[src/rtl/srff_bank_sched.sv]
// srff_bank_sched
// Round-robin scheduler that shares a bank of negedge-clocked SR flip-flops
// among several requesters. Each command is turned into a single one-cycle
// set or reset strobe, so the bank never sees S=R=1. The flop output is then
// read back and the command is acknowledged with a pass/fail flag.
//
// Ports:
//   i_clk      controller clock, rising edge (the bank samples on the falling edge)
//   i_reset    synchronous, active-low reset
//   i_req      per-requester command request (level)
//   i_req_op   per-requester op, slice i = [2i+1:2i]: 00 nop, 01 clear, 10 set, 11 toggle
//   i_req_idx  per-requester target flop index, slice i = [IDX_W*i +: IDX_W]
//   i_q_in     current Q of every bank flop
//   o_s_vec    set strobes to the bank, one-hot or zero
//   o_r_vec    reset strobes to the bank, one-hot or zero
//   o_ack      one-cycle completion pulse per requester
//   o_err      valid with o_ack; 1 = command failed
//   o_busy     high while a command is in flight
//   o_gnt_id   requester currently being served, valid while o_busy
module srff_bank_sched #(
  parameter int NUM_FF = 8,
  parameter int IDX_W  = 3,
  parameter int NREQ   = 4,
  parameter int GID_W  = 2
) (
  input  logic                   i_clk,
  input  logic                   i_reset,
  input  logic [NREQ-1:0]        i_req,
  input  logic [2*NREQ-1:0]      i_req_op,
  input  logic [IDX_W*NREQ-1:0]  i_req_idx,
  input  logic [NUM_FF-1:0]      i_q_in,
  output logic [NUM_FF-1:0]      o_s_vec,
  output logic [NUM_FF-1:0]      o_r_vec,
  output logic [NREQ-1:0]        o_ack,
  output logic                   o_err,
  output logic                   o_busy,
  output logic [GID_W-1:0]       o_gnt_id
);

  typedef enum logic [1:0] {
    IDLE  = 2'd0,
    DRIVE = 2'd1,
    CHECK = 2'd2
  } state_t;

  state_t              r_state;
  logic [GID_W-1:0]    r_ptr;
  logic [GID_W-1:0]    r_gntId;
  logic [IDX_W-1:0]    r_idx;
  logic                r_expected;
  logic [NUM_FF-1:0]   r_sVec;
  logic [NUM_FF-1:0]   r_rVec;
  logic [NREQ-1:0]     r_ack;
  logic                r_err;

  state_t              w_nextState;
  logic [GID_W-1:0]    w_nextPtr;
  logic [GID_W-1:0]    w_nextGnt;
  logic [IDX_W-1:0]    w_nextIdx;
  logic                w_nextExp;
  logic [NUM_FF-1:0]   w_nextS;
  logic [NUM_FF-1:0]   w_nextR;
  logic [NREQ-1:0]     w_nextAck;
  logic                w_nextErr;

  logic [NREQ-1:0]     w_elig;
  logic                w_found;
  logic [GID_W-1:0]    w_pick;
  logic [1:0]          w_pickOp;
  logic [IDX_W-1:0]    w_pickIdx;
  logic                w_pickExp;

  // Index decode is done by comparison against every legal position, so an
  // index beyond the bank never produces an out-of-range select.
  function automatic logic inRange(input logic [IDX_W-1:0] idx);
    logic hit;
    hit = 1'b0;
    for (int i = 0; i < NUM_FF; i++) begin
      if (idx == IDX_W'(i)) hit = 1'b1;
    end
    return hit;
  endfunction

  function automatic logic qAt(input logic [IDX_W-1:0] idx,
                               input logic [NUM_FF-1:0] q);
    logic bitVal;
    bitVal = 1'b0;
    for (int i = 0; i < NUM_FF; i++) begin
      if (idx == IDX_W'(i)) bitVal = q[i];
    end
    return bitVal;
  endfunction

  function automatic logic [NUM_FF-1:0] oneHot(input logic [IDX_W-1:0] idx);
    logic [NUM_FF-1:0] vec;
    vec = '0;
    for (int i = 0; i < NUM_FF; i++) begin
      if (idx == IDX_W'(i)) vec[i] = 1'b1;
    end
    return vec;
  endfunction

  // A requester whose ack is showing this cycle still has its old command on
  // the bus, so it sits out one arbitration round.
  assign w_elig = i_req & ~r_ack;

  // Round-robin pick: first eligible requester at or above the pointer,
  // wrapping. Also resolves the value the target flop must end up holding;
  // toggle is fixed here against the current Q so it becomes a plain set or
  // clear.
  always_comb begin
    w_found   = 1'b0;
    w_pick    = '0;
    w_pickOp  = 2'b00;
    w_pickIdx = '0;
    for (int k = 0; k < NREQ; k++) begin
      for (int j = 0; j < NREQ; j++) begin
        if (!w_found && (j == (int'(r_ptr) + k) % NREQ) && w_elig[j]) begin
          w_found   = 1'b1;
          w_pick    = GID_W'(j);
          w_pickOp  = i_req_op[2*j +: 2];
          w_pickIdx = i_req_idx[IDX_W*j +: IDX_W];
        end
      end
    end
    case (w_pickOp)
      2'b10:   w_pickExp = 1'b1;
      2'b01:   w_pickExp = 1'b0;
      2'b11:   w_pickExp = ~qAt(w_pickIdx, i_q_in);
      default: w_pickExp = qAt(w_pickIdx, i_q_in);
    endcase
  end

  // Next-state and next-output logic. Strobes are only ever produced on the
  // way into DRIVE and default to zero everywhere else, which is what keeps
  // them one cycle long and mutually exclusive.
  always_comb begin
    w_nextState = r_state;
    w_nextPtr   = r_ptr;
    w_nextGnt   = r_gntId;
    w_nextIdx   = r_idx;
    w_nextExp   = r_expected;
    w_nextS     = '0;
    w_nextR     = '0;
    w_nextAck   = '0;
    w_nextErr   = 1'b0;
    case (r_state)
      IDLE: begin
        if (w_found) begin
          w_nextGnt = w_pick;
          w_nextIdx = w_pickIdx;
          w_nextExp = w_pickExp;
          w_nextPtr = GID_W'((int'(w_pick) + 1) % NREQ);
          if ((w_pickOp == 2'b00) || !inRange(w_pickIdx)) begin
            w_nextState = CHECK;
          end else begin
            w_nextState = DRIVE;
            if (w_pickExp) w_nextS = oneHot(w_pickIdx);
            else           w_nextR = oneHot(w_pickIdx);
          end
        end
      end
      DRIVE: begin
        w_nextState = CHECK;
      end
      CHECK: begin
        w_nextState = IDLE;
        for (int i = 0; i < NREQ; i++) begin
          if (r_gntId == GID_W'(i)) w_nextAck[i] = 1'b1;
        end
        w_nextErr = !inRange(r_idx) || (qAt(r_idx, i_q_in) != r_expected);
      end
      default: begin
        w_nextState = IDLE;
      end
    endcase
  end

  // State register.
  always_ff @(posedge i_clk) begin
    if (!i_reset) r_state <= IDLE;
    else          r_state <= w_nextState;
  end

  // Datapath registers. A reset in the middle of a command drops the strobes
  // and forgets the command without acknowledging it.
  always_ff @(posedge i_clk) begin
    if (!i_reset) begin
      r_ptr      <= '0;
      r_gntId    <= '0;
      r_idx      <= '0;
      r_expected <= 1'b0;
      r_sVec     <= '0;
      r_rVec     <= '0;
      r_ack      <= '0;
      r_err      <= 1'b0;
    end else begin
      r_ptr      <= w_nextPtr;
      r_gntId    <= w_nextGnt;
      r_idx      <= w_nextIdx;
      r_expected <= w_nextExp;
      r_sVec     <= w_nextS;
      r_rVec     <= w_nextR;
      r_ack      <= w_nextAck;
      r_err      <= w_nextErr;
    end
  end

  assign o_s_vec  = r_sVec;
  assign o_r_vec  = r_rVec;
  assign o_ack    = r_ack;
  assign o_err    = r_err;
  assign o_busy   = (r_state != IDLE);
  assign o_gnt_id = r_gntId;

endmodule

[config.mk]
export PLATFORM = sky130hd
export DESIGN_NAME = srff_bank_sched
export DESIGN_NICKNAME = d
export VERILOG_FILES = /design/src/rtl/srff_bank_sched.sv
export SDC_FILE = /design/constraint.sdc
export NUM_CORES = 1
export LEC_CHECK = 0
export ABC_AREA = 1
export BUFFER_PORTS_ARGS = -buffer_cell sky130_fd_sc_hd__buf_2
export CORE_ASPECT_RATIO = 0.8
export CORE_MARGIN = 10
export CORE_UTILIZATION = 45
export DETAILED_ROUTE_END_ITERATION = 6
export PLACE_DENSITY_LB_ADDON = 0.05
export SYNTH_ARGS = -nofsm -noshare
export SYNTH_HDL_FRONTEND = slang
export SYNTH_SLANG_ARGS = --single-unit
[constraint.sdc]
create_clock -name i_clk -period 6.8 [get_ports i_clk]
set_input_delay 1.36 -clock i_clk [delete_from_list [all_inputs] [get_ports i_clk]]
set_output_delay 1.36 -clock i_clk [all_outputs]
set_load 0.01 [all_outputs]
==> metrics.yaml <==
run_status: "completed"
share_of_the_yosys_chip_area_belonging_to_registers: 0.2644
finalInstanceArea_mm2: 0.002803
cts.clk_slew.worst_paths_ps: 60
cts_buffer_depth: 2
proportion_of_synthesized_area_in_mux_cells: 0
cp-startpoint: "i_req[3]"
post_route_cells_drive_above_1_share: 0.2364
cts.repair_timing.setup_buffer_count: 0
async_flop_share: 0
maxCapViolations: 0
filler_cell_count: 537
sinks_on_the_clock_net: 31
ff_latch_count_synth: 31
die_w_um: 100.7
number_of_drc_violations_after_detailed_routing_iteration_0: 145
synth-adder-area-share: 0
synth_top_cell_by_area: "sky130_fd_sc_hd__dfxtp_1"
viasPerCell: 5.201
post-synth-top-area-fraction: 0.2644
drt_first_pass_iters: 5
arrival_ps: 4260
final_report_max_slew_violation_count: 0
min_path_type: "reg2reg"
worst-endpoint-required_ps: 6980
route.met2.wl_um: 2796
grt_util_all_layers: 0.1688
post_dp_cell_area_mm2: 0.002703
syn_avg_cell_area_um2: 6.226
max-slew-margin-rel: 0.5934
grt.overflow.total: 0
placement.io_buffers: 57
number_of_antenna_diodes: 0
synth_area_leaders: "sky130_fd_sc_hd__dfxtp_1 26%, sky130_fd_sc_hd__nor2_1 13%, sky130_fd_sc_hd__nand2_1 11%"
rsz0062_at_grt: "no"
clock_skew_ps: 3.655
powerDensity_mw_per_mm2: 427.6
max_freq_ghz: 0.2452
grt_pass1_wl_um: 11810
floorplan.initialDensity: 0.4661
floorplan.rows: 23
placeable_core_region_mm2: 0.005036
synth_top_family_by_area: "simple AND/OR/NAND/NOR gates"
first_global_vias: 2368
synth-compound-area-share: 0.09861
wl_per_cell_um: 14.41
met3RoutedLength_um: 599
timing.critical_path.fanout_max: 8
timing.hold.worst.start: "r_state[0]"
critPathCaptureType: "flop"
final_report_setup_violation_count: 0
hpwlAfterDp_um: 6149
power_leakage_nw: 1.474
simple_gate_area_share_of_the_yosys_netlist: 0.5208
mappedNetlistArea_mm2: 0.002347
detail_route.drc_violations: 0
tightestPinTransition_ps: 607.7
critical_path_class: "in2reg"
critical_path.startpoint_type: "input pin"
synth_cell_types: 34
final_core_util: 0.5565
synth-edff-count: 0
maximum_number_of_pins_on_one_net_before_global_route_repair: 12
area_grow_syn2layout_pct: 19.40
route.antenna.remaining_nets: 0
routed_wirelength_um: 7232
cts.htree.levels: 2
mappedNetlistNets: 411
maxUsedRoutingLayer: "met4"
layoutNonFillerInstCount: 502
num_io_pins: 58
worstReg2RegStart: "r_ptr[0]"
multiInputGateArea_mm2: 0.001463
timing_hold_violations_final: 0
whs_ps: 483.1
fp.dieH_um: 84.60
seqCellArea_um2: 620.6
antenna_found_initial: 0
hold_buffers: 0
clk_latency_ps: 290
vias: 2611
cts_tree: "done"
routedLengthMet1_um: 3747
finalCritPeriodShare: 0.5997
synth_warnings: 0
cts_repair_resize_count: 0
period_minus_slack_ps: 4078
design.die.area_mm2: 0.008523
synthCells: 377
final.setup.tns_ps: 0
ys_dominant_reg_cell: "sky130_fd_sc_hd__dfxtp_1"
numCtsBuffers: 5
finalNetCount: 473
gp_routability_congestion: 0.9447
max-vdd-ir-drop_v: 0.0002203
synth-xor-area-share: 0.003731
ctsRootBufferMaster: "sky130_fd_sc_hd__clkbuf_8"
post-place-cells: 494
-- cell usage after synthesis (2+ instances only) --
library cell and count:
sky130_fd_sc_hd__nand3_1 34, sky130_fd_sc_hd__nand2_4 5, sky130_fd_sc_hd__nand4_4 2, sky130_fd_sc_hd__nand4_1 15, sky130_fd_sc_hd__nor3_2 2, sky130_fd_sc_hd__inv_1 58, sky130_fd_sc_hd__nor2_1 84, sky130_fd_sc_hd__o21bai_1 2
sky130_fd_sc_hd__nor3_1 6, sky130_fd_sc_hd__a221oi_1 2, sky130_fd_sc_hd__a21oi_1 15, sky130_fd_sc_hd__nand3_2 2, sky130_fd_sc_hd__dfxtp_1 31, sky130_fd_sc_hd__nor2_2 2, sky130_fd_sc_hd__o211ai_1 5, sky130_fd_sc_hd__o21ai_0 9
sky130_fd_sc_hd__inv_2 7, sky130_fd_sc_hd__clkbuf_1 2, sky130_fd_sc_hd__inv_4 2, sky130_fd_sc_hd__nand2_2 6, sky130_fd_sc_hd__nand3_4 2, sky130_fd_sc_hd__nor2_8 2, sky130_fd_sc_hd__nor2_4 3, sky130_fd_sc_hd__a211oi_1 2
sky130_fd_sc_hd__nand2_1 68
-- where the power goes --
| group | switching (mW) | leakage, nW | internal [mW] |
|---|---|---|---|
| clock network | 0.0661 | 0.0515 | 0.0922 |
| registers | 0.0301 | 0.253 | 0.224 |
| logic | 0.534 | 1.17 | 0.252 |
-- critical path, stage by stage --
cell and delay (ps):
sky130_fd_sc_hd__buf_2 90, sky130_fd_sc_hd__inv_1 30, sky130_fd_sc_hd__nor2_1 430, sky130_fd_sc_hd__nand2_4 140, sky130_fd_sc_hd__nand2_4 130, sky130_fd_sc_hd__nor2_8 50, sky130_fd_sc_hd__nand4_1 210, sky130_fd_sc_hd__inv_1 110
sky130_fd_sc_hd__a211oi_1 230, sky130_fd_sc_hd__o211ai_1 120, sky130_fd_sc_hd__a221oi_1 230, sky130_fd_sc_hd__o211ai_1 130, sky130_fd_sc_hd__nor2_1 100, sky130_fd_sc_hd__nand2_1 50, sky130_fd_sc_hd__nor2_1 270, sky130_fd_sc_hd__inv_1 70
sky130_fd_sc_hd__nor2_1 130, sky130_fd_sc_hd__nor2_1 130, sky130_fd_sc_hd__nand2_2 180, sky130_fd_sc_hd__nor2_1 60
-- cells in the final DEF (no fill, tap or decap), types with 3 or more instances in the layout --
cell | Yosys | layout
sky130_fd_sc_hd__a21oi_1 | 15 | 15
sky130_fd_sc_hd__buf_2 | 0 | 57
sky130_fd_sc_hd__clkbuf_8 | 0 | 7
sky130_fd_sc_hd__dfxtp_1 | 31 | 31
sky130_fd_sc_hd__inv_1 | 58 | 58
sky130_fd_sc_hd__inv_2 | 7 | 7
sky130_fd_sc_hd__nand2_1 | 68 | 68
sky130_fd_sc_hd__nand2_2 | 6 | 6
sky130_fd_sc_hd__nand2_4 | 5 | 5
sky130_fd_sc_hd__nand3_1 | 34 | 34
sky130_fd_sc_hd__nand4_1 | 15 | 15
sky130_fd_sc_hd__nor2_1 | 84 | 84
sky130_fd_sc_hd__nor2_4 | 3 | 3
sky130_fd_sc_hd__nor3_1 | 6 | 6
sky130_fd_sc_hd__o211ai_1 | 5 | 5
sky130_fd_sc_hd__o21ai_0 | 9 | 9
-- layer usage --
| metal | GRT usage | vias up |
|---|---|---|
| li1 | - | 1346 |
| met1 | 0.2513 | 1163 |
| met2 | 0.2255 | 90 |
| met3 | 0.04750 | 12 |
| met4 | 0.04615 | 0 |
| met5 | 0 | - |
-- logic make-up (layout without fill, tap and decap cells) --
logic type | Yosys count | after routing
buffers and inverters | 69 | 132
and+or+nand+nor | 239 | 239
xor gates and xnor gates | 1 | 1
AOI/OAI and AO/OA | 37 | 37
DFF | 31 | 31
-- registers in the layout, indices dropped and copies added, names as in the netlist --
| register | count |
|---|---|
| r_ptr | 2 |
| r_state | 2 |
| o_ack | 4 |
| o_gnt_id | 2 |
| o_r_vec | 8 |
| o_err | 1 |
| r_expected | 1 |
| o_s_vec | 8 |
| r_idx | 3 |
-- cell type report --
class	count	area share
Multi-Input combinational cell	277	0.5219
Sequential cell	31	0.2214
Timing Repair Buffer	57	0.1018
Inverter	67	0.09152
Clock buffer	8	0.03571
Tap cell	62	0.02768
-- per-stage QoR --
stage	setup WS [ps]	power, mW
2_1_floorplan	2994	0.8595
3_3_place_gp	2522	1.031
3_5_place_dp	2456	1.038
4_1_cts	2747	1.199
5_1_grt	2388	1.314
6_report	2722	1.198
-- path summary, 6_finish.rpt --
| kind | end | slack [ps] | cells after the start |
|---|---|---|---|
| worst max-delay path | o_s_vec[2] | 2720 | 20 |
| worst min register to register | r_state[1] | 480 | 2 |
| worst max register to register | o_s_vec[2] | 3520 | 21 |
| worst min-delay path | r_state[1] | 480 | 2 |
Power figures use the tool's default switching activity.
